$ cat src/rtl/dmem_arbiter_if.sv
// ----------------------------------------------------------------------------
// dmem_arbiter_if
// One requester's access channel into the shared data-memory arbiter. Two
// instances are used: one for the pipeline MEM stage (cpu), one for the
// debug/loader port (dbg).
//
// Signals
//   req    requester -> arbiter  access request, held with its fields until gnt
//   we     requester -> arbiter  1=store, 0=load
//   sz     requester -> arbiter  00=byte, 01=half, 1x=word
//   addr   requester -> arbiter  byte address (ADDR_WIDTH bits)
//   wdata  requester -> arbiter  store data
//   gnt    arbiter -> requester  combinational; access happens at this edge
//   rvalid arbiter -> requester  registered; one cycle after a granted load
//   rdata  arbiter -> requester  registered load data, valid with rvalid
//   err    arbiter -> requester  only with DMEM_ARB_ALIGN_CHK_EN; one-cycle
//                                pulse after a granted misaligned access
//
// Modports: master = requester side, slave = arbiter side.
// Optional feature macro: DMEM_ARB_ALIGN_CHK_EN
// ----------------------------------------------------------------------------
interface dmem_arbiter_if #(
    parameter int ADDR_WIDTH = 12
);
    logic                  req;
    logic                  we;
    logic [1:0]            sz;
    logic [ADDR_WIDTH-1:0] addr;
    logic [31:0]           wdata;
    logic                  gnt;
    logic                  rvalid;
    logic [31:0]           rdata;
`ifdef DMEM_ARB_ALIGN_CHK_EN
    logic                  err;

    modport master (output req, we, sz, addr, wdata,
                    input  gnt, rvalid, rdata, err);
    modport slave  (input  req, we, sz, addr, wdata,
                    output gnt, rvalid, rdata, err);
`else
    modport master (output req, we, sz, addr, wdata,
                    input  gnt, rvalid, rdata);
    modport slave  (input  req, we, sz, addr, wdata,
                    output gnt, rvalid, rdata);
`endif
endinterface

$ cat src/rtl/dmem_arbiter.sv
// ----------------------------------------------------------------------------
// dmem_arbiter
// Shares the single byte-addressed data memory between the pipeline MEM stage
// (cpu port) and the debug/loader port (dbg port). One access is granted per
// cycle and its fields are driven onto the dmem pins; load data is captured at
// the grant edge and returned with one cycle of latency.
//
// Arbitration: cpu has priority, except that dbg is forced through after
// STARVE_LIMIT consecutive cpu wins while dbg waits. A dbg grant with
// dbg_lock=1 keeps ownership on dbg (DBG_LOCK) until dbg releases the lock.
//
// Ports
//   clk, rst_n     clock (rising edge), asynchronous active-low reset
//   cpu, dbg       dmem_arbiter_if.slave requester channels
//   dbg_lock       sampled with a granted dbg request; holds ownership on dbg
//   mem_addr/rd_en/wr_en/sz/din  to dmem (all zero when nothing is granted)
//   mem_dout       from dmem, combinational read data
//
// Optional feature macro: DMEM_ARB_ALIGN_CHK_EN
//   When defined, misaligned half/word accesses are granted but blocked from
//   dmem, flagged on <port>.err one cycle later, and loads return rdata=0.
// ----------------------------------------------------------------------------
module dmem_arbiter #(
    parameter int ADDR_WIDTH   = 12,
    parameter int STARVE_LIMIT = 4,
    parameter int STARVE_W     = 3
) (
    input  logic                  clk,
    input  logic                  rst_n,
    dmem_arbiter_if.slave         cpu,
    dmem_arbiter_if.slave         dbg,
    input  logic                  dbg_lock,
    output logic [ADDR_WIDTH-1:0] mem_addr,
    output logic                  mem_rd_en,
    output logic                  mem_wr_en,
    output logic [1:0]            mem_sz,
    output logic [31:0]           mem_din,
    input  logic [31:0]           mem_dout
);

    typedef enum logic {
        ARB      = 1'b0,
        DBG_LOCK = 1'b1
    } state_e;

    state_e              state_q, state_d;
    logic [STARVE_W-1:0] starve_cnt_q, starve_cnt_d;
    logic                cpu_gnt, dbg_gnt;
    logic                starved;
    logic                cpu_mis, dbg_mis;
    logic                sel_we, sel_mis;
    logic                cpu_rvalid_q, cpu_rvalid_d;
    logic                dbg_rvalid_q, dbg_rvalid_d;
    logic [31:0]         cpu_rdata_q, cpu_rdata_d;
    logic [31:0]         dbg_rdata_q, dbg_rdata_d;

    assign starved = (starve_cnt_q == STARVE_W'(STARVE_LIMIT));

`ifdef DMEM_ARB_ALIGN_CHK_EN
    logic cpu_err_q, cpu_err_d;
    logic dbg_err_q, dbg_err_d;

    // Half needs addr[0]=0, word needs addr[1:0]=0; bytes are always aligned.
    function automatic logic is_misaligned(input logic [1:0] sz, input logic [1:0] lsb);
        return ((sz == 2'b01) && lsb[0]) || (sz[1] && (lsb != 2'b00));
    endfunction

    assign cpu_mis = is_misaligned(cpu.sz, cpu.addr[1:0]);
    assign dbg_mis = is_misaligned(dbg.sz, dbg.addr[1:0]);

    assign cpu_err_d = cpu_gnt & cpu_mis;
    assign dbg_err_d = dbg_gnt & dbg_mis;

    always_ff @(posedge clk or negedge rst_n) begin
        if (!rst_n) begin
            cpu_err_q <= 1'b0;
            dbg_err_q <= 1'b0;
        end else begin
            cpu_err_q <= cpu_err_d;
            dbg_err_q <= dbg_err_d;
        end
    end

    assign cpu.err = cpu_err_q;
    assign dbg.err = dbg_err_q;
`else
    assign cpu_mis = 1'b0;
    assign dbg_mis = 1'b0;
`endif

    // State register plus all other flops of the arbiter.
    always_ff @(posedge clk or negedge rst_n) begin
        if (!rst_n) begin
            state_q      <= ARB;
            starve_cnt_q <= '0;
            cpu_rvalid_q <= 1'b0;
            dbg_rvalid_q <= 1'b0;
            cpu_rdata_q  <= '0;
            dbg_rdata_q  <= '0;
        end else begin
            state_q      <= state_d;
            starve_cnt_q <= starve_cnt_d;
            cpu_rvalid_q <= cpu_rvalid_d;
            dbg_rvalid_q <= dbg_rvalid_d;
            cpu_rdata_q  <= cpu_rdata_d;
            dbg_rdata_q  <= dbg_rdata_d;
        end
    end

    // Next-state logic. Lock is released either at a dbg grant that drops the
    // lock, or when dbg goes idle and drops the lock at the same time.
    always_comb begin
        state_d = state_q;
        case (state_q)
            ARB:      if (dbg_gnt && dbg_lock) state_d = DBG_LOCK;
            DBG_LOCK: if (!dbg_lock && (dbg_gnt || !dbg.req)) state_d = ARB;
            default:  state_d = ARB;
        endcase
    end

    // Output logic: grants. Held at zero during reset so no access can start.
    always_comb begin
        cpu_gnt = 1'b0;
        dbg_gnt = 1'b0;
        if (rst_n) begin
            case (state_q)
                ARB: begin
                    if (cpu.req && dbg.req) begin
                        if (starved) dbg_gnt = 1'b1;
                        else         cpu_gnt = 1'b1;
                    end else begin
                        cpu_gnt = cpu.req;
                        dbg_gnt = dbg.req;
                    end
                end
                DBG_LOCK: dbg_gnt = dbg.req;
                default: ;
            endcase
        end
    end

    // Starvation counter: counts cpu wins while dbg waits, saturating at the
    // limit so dbg stays forced until it is actually served.
    always_comb begin
        starve_cnt_d = starve_cnt_q;
        if (dbg_gnt || !dbg.req)   starve_cnt_d = '0;
        else if (cpu_gnt && !starved) starve_cnt_d = starve_cnt_q + 1'b1;
    end

    // dmem pin mux: fields of the granted port, all zero when idle.
    always_comb begin
        mem_addr = '0;
        mem_sz   = '0;
        mem_din  = '0;
        sel_we   = 1'b0;
        sel_mis  = 1'b0;
        if (cpu_gnt) begin
            mem_addr = cpu.addr;
            mem_sz   = cpu.sz;
            mem_din  = cpu.wdata;
            sel_we   = cpu.we;
            sel_mis  = cpu_mis;
        end else if (dbg_gnt) begin
            mem_addr = dbg.addr;
            mem_sz   = dbg.sz;
            mem_din  = dbg.wdata;
            sel_we   = dbg.we;
            sel_mis  = dbg_mis;
        end
        mem_rd_en = (cpu_gnt | dbg_gnt) & ~sel_we & ~sel_mis;
        mem_wr_en = (cpu_gnt | dbg_gnt) &  sel_we & ~sel_mis;
    end

    // Load return: rdata only changes on a granted load so it holds between loads.
    always_comb begin
        cpu_rvalid_d = cpu_gnt & ~cpu.we;
        dbg_rvalid_d = dbg_gnt & ~dbg.we;
        cpu_rdata_d  = cpu_rdata_q;
        dbg_rdata_d  = dbg_rdata_q;
        if (cpu_rvalid_d) cpu_rdata_d = cpu_mis ? 32'h0 : mem_dout;
        if (dbg_rvalid_d) dbg_rdata_d = dbg_mis ? 32'h0 : mem_dout;
    end

    assign cpu.gnt    = cpu_gnt;
    assign cpu.rvalid = cpu_rvalid_q;
    assign cpu.rdata  = cpu_rdata_q;
    assign dbg.gnt    = dbg_gnt;
    assign dbg.rvalid = dbg_rvalid_q;
    assign dbg.rdata  = dbg_rdata_q;

endmodule

$ cat src/flat_wrapper.sv
// flat-port wrapper written by rule: the top's interface ports become plain ports
module dmem_arbiter_flat 
#(
    parameter int ADDR_WIDTH   = 12,
    parameter int STARVE_LIMIT = 4,
    parameter int STARVE_W     = 3
)
  (clk, rst_n, dbg_lock, mem_addr, mem_rd_en, mem_wr_en, mem_sz, mem_din, mem_dout, cpu_req, cpu_we, cpu_sz, cpu_addr, cpu_wdata, cpu_gnt, cpu_rvalid, cpu_rdata, dbg_req, dbg_we, dbg_sz, dbg_addr, dbg_wdata, dbg_gnt, dbg_rvalid, dbg_rdata);
  dmem_arbiter_if #(.ADDR_WIDTH(ADDR_WIDTH)) cpu_i ();
  dmem_arbiter_if #(.ADDR_WIDTH(ADDR_WIDTH)) dbg_i ();
  input  logic clk;
  input  logic rst_n;
  input  logic dbg_lock;
  output logic [ADDR_WIDTH-1:0] mem_addr;
  output logic mem_rd_en;
  output logic mem_wr_en;
  output logic [1:0] mem_sz;
  output logic [31:0] mem_din;
  input  logic [31:0] mem_dout;
  input wire logic [$bits(cpu_i.req)-1:0] cpu_req;
  input wire logic [$bits(cpu_i.we)-1:0] cpu_we;
  input wire logic [$bits(cpu_i.sz)-1:0] cpu_sz;
  input wire logic [$bits(cpu_i.addr)-1:0] cpu_addr;
  input wire logic [$bits(cpu_i.wdata)-1:0] cpu_wdata;
  output wire logic [$bits(cpu_i.gnt)-1:0] cpu_gnt;
  output wire logic [$bits(cpu_i.rvalid)-1:0] cpu_rvalid;
  output wire logic [$bits(cpu_i.rdata)-1:0] cpu_rdata;
  input wire logic [$bits(dbg_i.req)-1:0] dbg_req;
  input wire logic [$bits(dbg_i.we)-1:0] dbg_we;
  input wire logic [$bits(dbg_i.sz)-1:0] dbg_sz;
  input wire logic [$bits(dbg_i.addr)-1:0] dbg_addr;
  input wire logic [$bits(dbg_i.wdata)-1:0] dbg_wdata;
  output wire logic [$bits(dbg_i.gnt)-1:0] dbg_gnt;
  output wire logic [$bits(dbg_i.rvalid)-1:0] dbg_rvalid;
  output wire logic [$bits(dbg_i.rdata)-1:0] dbg_rdata;
  assign cpu_i.req = cpu_req;
  assign cpu_i.we = cpu_we;
  assign cpu_i.sz = cpu_sz;
  assign cpu_i.addr = cpu_addr;
  assign cpu_i.wdata = cpu_wdata;
  assign cpu_gnt = cpu_i.gnt;
  assign cpu_rvalid = cpu_i.rvalid;
  assign cpu_rdata = cpu_i.rdata;
  assign dbg_i.req = dbg_req;
  assign dbg_i.we = dbg_we;
  assign dbg_i.sz = dbg_sz;
  assign dbg_i.addr = dbg_addr;
  assign dbg_i.wdata = dbg_wdata;
  assign dbg_gnt = dbg_i.gnt;
  assign dbg_rvalid = dbg_i.rvalid;
  assign dbg_rdata = dbg_i.rdata;
  dmem_arbiter #(.ADDR_WIDTH(ADDR_WIDTH), .STARVE_LIMIT(STARVE_LIMIT), .STARVE_W(STARVE_W)) u_core (.clk(clk), .rst_n(rst_n), .cpu(cpu_i), .dbg(dbg_i), .dbg_lock(dbg_lock), .mem_addr(mem_addr), .mem_rd_en(mem_rd_en), .mem_wr_en(mem_wr_en), .mem_sz(mem_sz), .mem_din(mem_din), .mem_dout(mem_dout));
endmodule
$ cat config.mk
export PLATFORM = sky130hd
export DESIGN_NAME = dmem_arbiter_flat
export DESIGN_NICKNAME = d
export VERILOG_FILES = /design/src/rtl/dmem_arbiter_if.sv /design/src/rtl/dmem_arbiter.sv /design/src/flat_wrapper.sv
export SDC_FILE = /design/constraint.sdc
export NUM_CORES = 1
export LEC_CHECK = 0
export CORE_AREA = 2 2 98 100
export DETAILED_ROUTE_END_ITERATION = 10
export DIE_AREA = 0 0 100 102
export PLACE_DENSITY = 0.95
export SLEW_MARGIN = 20
export SYNTH_ARGS = -nofsm -noshare
export SYNTH_HDL_FRONTEND = slang
export SYNTH_SLANG_ARGS = --single-unit
$ cat constraint.sdc
create_clock -name clk -period 4.77 [get_ports clk]
set_input_delay 0.954 -clock clk [delete_from_list [all_inputs] [get_ports clk]]
set_output_delay 0.954 -clock clk [all_outputs]
set_load 0.05 [all_outputs]
==> summary.txt, run 1 <==
Remaining Overflow, GRT - 0
CP Max Fanout - 27
row count - 35
Register Area - 1750 µm²
clk root buf - clkbuf_8
Post-synth ARST share - 100%
Die ar. - 10200 µm²
area leader, netlist - dfrtp_1
status - completed
depth of the CTS H-tree - 3
post-synth top area share - 54.6%
Ports - 247
sequential share of the synthesized area - 54.6%
top area cells in the synthesized netlist - dfrtp_1 (55%), mux2_2 (21%), a22o_1 (13%)
Synth Area in Simple Gates - 2.07%
first-pass GRT wire length - 16.1 mm
Crit Path Category - in2out
total design power - 2.61 mW
CTS hold repair buffers - 0
Post CTS Setup Buffer Count - 0
# DRC - 0
clock skew - 0.0118 ns
post-route minimum period - 3.99 ns
Layout area overhead - 93.4%
Routed WL - 11.2 mm
post-synth cell types - 24
post-synthesis xor/xnor area fraction - 0%
max_slew headroom - 49.6%
Die H - 102 µm
dpl cells - 570
TritonRoute pass-1 iters - 4
Syn Std Cell Area - 3210 µm²
setup TNS - 0 ns
drt via density - 4.95
routed len/inst - 19.1 µm
Fillers - 647
fin crit share - 83.6%
Max Clk Rate - 251 MHz
clock insertion delay at the later pin of the skew report - 0.33 ns
leakage - 2.59 nW
total nets after synthesis - 358
Post-Syn Area per Cell - 14.2 µm²
Antenna diodes - 0
DP Wirelength - 8.79 mm
Longest Clk Path Bufs - 2
maxcap violations - 0
CP required - 3.82 ns
Final Hold Vio Count - 0
Warnings, synthesis - 0
initial drt markers - 87
number of enable flip-flop cells after synthesis - 0
port bufs - 246
main combinational cell family by area after synthesis - multiplexers
multi-input gate area in the final layout - 1350 µm²
share of layout cells above drive strength 1 - 28.6%
Critical Path AT - 3.03 ns
Post-Synth Adder-Cell Area - 0.781%
Startpoint Class - input port
number of global-route vias before repair - 3100
Starting Density - 35.2%
prevailing post-synth register cell - dfrtp_1
# clock sinks - 70
TritonCTS clock tree - yes
antenna-violating nets left - 0
crit path capture type - output pin
path type of the worst min-delay path - reg2reg
Slew Viols, Final - 0
power per cell area - 421 nW/µm²
multiplexer share of the synthesized area - 22.5%
post-route insts no fill - 586
unrepaired setup endpoints after global routing - no
Syn Inst Count - 225
largest net degree at the start of global routing - 62
Yosys reg bits - 70
Final nets - 603
CTS Buf Count - 9
CTS resizes - 0
total track usage - 20.4%
reg2reg setup slack - 2.54 ns
Peak supply drop - 0.000334 V
Core Region - 9110 µm²
Final setup viols - 0
initial antenna violation count - 0
total number of vias - 2898
die width - 100 µm
Slew @ Worst Pin - 0.756 ns
clk slew on worst S/H paths - 0.08 ns
gp weighted congestion - 0.821
Synth Area in Compound Gates - 16.0%
==> cell usage after synthesis, drive strengths merged, types with 2 or more instances <==
cell type / n
a21boi: 2
a21oi: 2
a22o: 48
buf: 12
clkbuf: 5
dfrtp: 70
ha: 2
inv: 3
mux2: 64
nand2: 5
nand3b: 2
nand4: 2
==> through the flow <==
step	utilization (%)	worst slack, ns	area, µm²	hold WS (ns)
global route	68.1	0.660	6200	0.513
detailed placement	65.6	0.772	5970	0.485
floorplan	-	1.16	3210	0.472
finish	68.1	0.781	6200	0.497
global placement	65.6	0.903	5970	0.469
CTS	68.1	0.774	6200	0.504
==> layout by cell type (no fill, tap or decap) <==
master and instances:
clkdlybuf4s50_1 196, dfrtp_1 70, mux2_2 59, a22o_1 48, buf_12 28, buf_4 26, clkbuf_8 9, mux2_1 5
nand2_1 4, inv_1 3, inv_6 3, nand3b_1 2, nand4_1 2, a21boi_0 2, ha_1 2, bufinv_16 2
and2b_1 1, nand2_2 1, a21oi_4 1, a31oi_4 1, a311oi_4 1, a211oi_4 1, or2_2 1, a21o_1 1
nor2_1 1, a21oi_1 1, o22ai_1 1, clkinv_4 1, clkinvlp_4 1, buf_2 1
==> per-layer routing <==
layer / global-route usage [%] / share of wire [%]
met4: 4.53 / 1.2
met3: 9.10 / 10
met1: 21.7 / 35
met5: 0 / 0
met2: 37.6 / 53
==> worst paths after layout <==
kind / endpoint / cells after the start / from
worst max-delay path: mem_addr[1] / 6 / cpu_req
worst min-delay path: u_core.dbg.rdata[24] / 1 / u_core.dbg.rdata[24]
worst max register to register: u_core.dbg.rdata[9] / 6 / u_core.starve_cnt_q[0]
worst min register to register: u_core.dbg.rdata[24] / 1 / u_core.dbg.rdata[24]
max in group asynchronous: u_core.dbg.rdata[9] / 2 / rst_n
min in group asynchronous: u_core.dbg.rdata[0] / 1 / rst_n
==> layout make-up <==
type | count | share of cell area, %
Clock buffer | 9 | 2.00
Multi-Input combinational cell | 135 | 21.8
Sequential cell | 70 | 28.2
Clock inverter | 7 | 1.65
Tap cell | 111 | 2.24
Inverter | 3 | 0.182
Timing Repair Buffer | 251 | 43.9
==> critical path, stage by stage <==
cell,delay [ns]
clkdlybuf4s50_1,0.48
nand3b_1,0.21
a31oi_4,0.57
buf_4,0.40
a22o_1,0.26
buf_12,0.16
==> report_power, final <==
group | total [mW] | switching, mW | internal [mW] | leakage [nW]
sequential | 0.791 | 0.0672 | 0.724 | 0.843
clock | 0.541 | 0.240 | 0.301 | 0.111
combinational | 1.28 | 0.770 | 0.508 | 1.63
==> state kept, by name, summed over array words and instances (netlist names) <==
name                 flops
u_core.cpu.rdata        32
u_core.cpu.rvalid        1
u_core.dbg.rdata        32
u_core.dbg.rvalid        1
u_core.starve_cnt_q      3
u_core.state_q           1
==> logic make-up (layout without fill, tap and decap cells) <==
kind of cell / Yosys count / in the layout
buf+inv: 20 / 270
simple gates: 12 / 12
mux: 64 / 64
flops: 70 / 70
compound gates: 57 / 57
fa+ha+maj: 2 / 2
No activity file was read; power rests on OpenSTA's default activity.
==> run 2: changes to the inputs <==
- CORE_AREA: 2 2 98 100 -> 2 2 101 103
- DIE_AREA: 0 0 100 102 -> 0 0 103 105
- PLACE_DENSITY: 0.95 -> 0.92
- clock period: 4.77 -> 4 ns (I/O delays scaled with it)
==> run 2 against run 1 <==
  * Sequential power grew 20%
  * Core utilization shrank 0.93 points
  * Clock power shrank 7.6%
  * Global-route usage grew 1.6 points
  * Non-clock buffer count grew 1
  * Setup slack lost 0.22 ns
  * Worst hold slack lost 0.20 ns
  * Clock skew shrank 0.0042 ns
  * Critical endpoint is now mem_din[5]
  * Largest power group unchanged
  * Highest routed layer unchanged
==> summary.txt, run 2 (same netlist as run 1, synthesis figures left out) <==
status - completed (unchanged)
Peak supply drop - 0.000404 V (was 0.000334 V)
CTS resizes - 0 (unchanged)
Fillers - 724 (was 647)
Post CTS Setup Buffer Count - 0 (unchanged)
Longest Clk Path Bufs - 2 (unchanged)
CP required - 3.20 ns (was 3.82 ns)
most common cell after layout, fill and taps aside - clkdlybuf4s50_1 (unchanged)
CP max stage delay - 0.69 ns (was 0.57 ns)
clk slew on worst S/H paths - 0.07 ns (was 0.08 ns)
DP Wirelength - 9.69 mm (was 8.79 mm)
drt via density - 4.93 (was 4.95)
CTS hold repair buffers - 0 (unchanged)
worst-path cell chain - clkdlybuf4s50_1 > nand2_1 > a21oi_4 > buf_4 > a22o_1 > buf_12 (was clkdlybuf4s50_1 > nand3b_1 > a31oi_4 > buf_4 > a22o_1 > buf_12)
first-pass GRT wire length - 18.0 mm (was 16.1 mm)
setup TNS - 0 ns (unchanged)
largest net degree at the start of global routing - 71 (was 62)
Routed WL - 12.2 mm (was 11.2 mm)
Die H - 105 µm (was 102 µm)
Max Clk Rate - 291 MHz
Final Hold Vio Count - 0 (unchanged)
Hold WS - 0.296 ns (was 0.497 ns)
Remaining Overflow, GRT - 0 (unchanged)
Layout area overhead - 102% (was 93.4%)
Critical Path AT - 2.64 ns (was 3.03 ns)
Final setup viols - 0 (unchanged)
total number of vias - 3006 (was 2898)
maxcap violations - 0 (unchanged)
row count - 36 (was 35)
Slowest cell on crit path - clkdlybuf4s50_1 (was a31oi_4)
die width - 103 µm (was 100 µm)
antenna-violating nets left - 0 (unchanged)
CP delay by family, top - buffers and inverters (unchanged)
most frequent cells in the layout - clkdlybuf4s50_1 (195), dfrtp_1 (70), mux2_2 (59) (was clkdlybuf4s50_1 (196), dfrtp_1 (70), mux2_2 (59))
# DRC - 0 (unchanged)
routed len/inst - 20.1 µm (was 19.1 µm)
R2R depth - 6 (unchanged)
total track usage - 22.1% (was 20.4%)
Slew @ Worst Pin - 0.853 ns (was 0.756 ns)
# clock sinks - 70 (unchanged)
Ports - 247 (unchanged)
TritonRoute pass-1 iters - 4 (unchanged)
initial antenna violation count - 1 (was 0)
port bufs - 246 (unchanged)
Final nets - 604 (was 603)
reg2reg end - u_core.dbg.rdata[5] (was u_core.dbg.rdata[9])
Die ar. - 10800 µm² (was 10200 µm²)
CP Max Fanout - 28 (was 27)
unrepaired setup endpoints after global routing - no (unchanged)
initial drt markers - 162 (was 87)
gp weighted congestion - 0.957 (was 0.821)
Startpoint Class - input port (unchanged)
clk root buf - clkbuf_8 (unchanged)
Buf/Inv on CP - 3 (unchanged)
post-route minimum period - 3.44 ns
crit path capture type - output pin (unchanged)
clock insertion delay at the later pin of the skew report - 0.33 ns (about the same)
depth of the CTS H-tree - 3 (unchanged)
Core Region - 9640 µm² (was 9110 µm²)
Starting Density - 33.3% (was 35.2%)
fin crit share - 85.9%
leakage - 2.64 nW (was 2.59 nW)
share of layout cells above drive strength 1 - 28.8% (was 28.6%)
number of global-route vias before repair - 3204 (was 3100)
reg2reg start - u_core.starve_cnt_q[0] (unchanged)
clock skew - 0.00767 ns (was 0.0118 ns)
multi-input gate area in the final layout - 1350 µm² (unchanged)
TritonCTS clock tree - yes (unchanged)
power per cell area - 468 nW/µm² (was 421 nW/µm²)
max_slew headroom - 43.2% (was 49.6%)
path type of the worst min-delay path - in2async (was reg2reg)
Crit Path Category - in2out (unchanged)
reg2reg setup slack - 1.71 ns (was 2.54 ns)
Register Area - 1750 µm² (unchanged)
Slew Viols, Final - 0 (unchanged)
CTS Buf Count - 9 (unchanged)
==> run 2: layout make-up <==
class	count	area share (%)
timing repair buffer	252	46.6
sequential	70	27.1
multi-input combinational	135	20.9
tap	133	2.57
clock buffer	11	2.18
clock inverter	5	0.522
inverter	3	0.174
antenna	1	0.0387
==> run 2: layer usage <==
| metal | global-route usage [%] | wire (µm) | vias up |
|---|---|---|---|
| met1 | 22.8 | 4130 | 1478 |
| met5 | 0 | 0 | - |
| met3 | 8.43 | 1270 | 23 |
| met2 | 39.6 | 6490 | 159 |
| li1 | - | - | 1346 |
| met4 | 8.36 | 366 | 0 |
==> run 2: where the power goes <==
group | internal [mW] | switching, mW
registers | 0.864 | 0.0822
clock network | 0.242 | 0.258
logic | 0.647 | 0.933
==> run 2: metrics by stage <==
step	cell area (µm²)	std cells	total power [mW]	setup slack, ns	util (%)
6_report	6470	610	3.03	0.564	67.1
3_5_place_dp	6290	593	2.55	0.579	65.3
2_1_floorplan	3210	225	1.85	0.696	-
5_1_grt	6470	610	3.14	0.491	67.1
3_3_place_gp	6290	593	2.51	0.657	65.3
4_1_cts	6470	609	3.06	0.571	67.1
==> run 2: worst reg2reg max path: cells and delay by family, from the launching register on <==
kind                     cells  cell delay [ns]
AO/OA/AOI/OAI                1             0.28
multiplexers                 1             0.43
adder cells (fa/ha/maj)      1             0.34
buffers and inverters        2             0.54
flip-flops                   1             0.41
AND/OR/NAND/NOR              1             0.18
==> run 2: worst max-delay path by stage <==
stage,startpoint,end,slack [ns],cells past startpoint
floorplan,dbg_req,mem_din[22],0.70,5
global placement,dbg_req,mem_din[21],0.66,6
detailed placement,dbg_req,mem_din[30],0.58,6
CTS,dbg_req,mem_din[30],0.57,6
global route,dbg_req,mem_addr[10],0.49,6
finish,dbg_req,mem_din[5],0.56,6
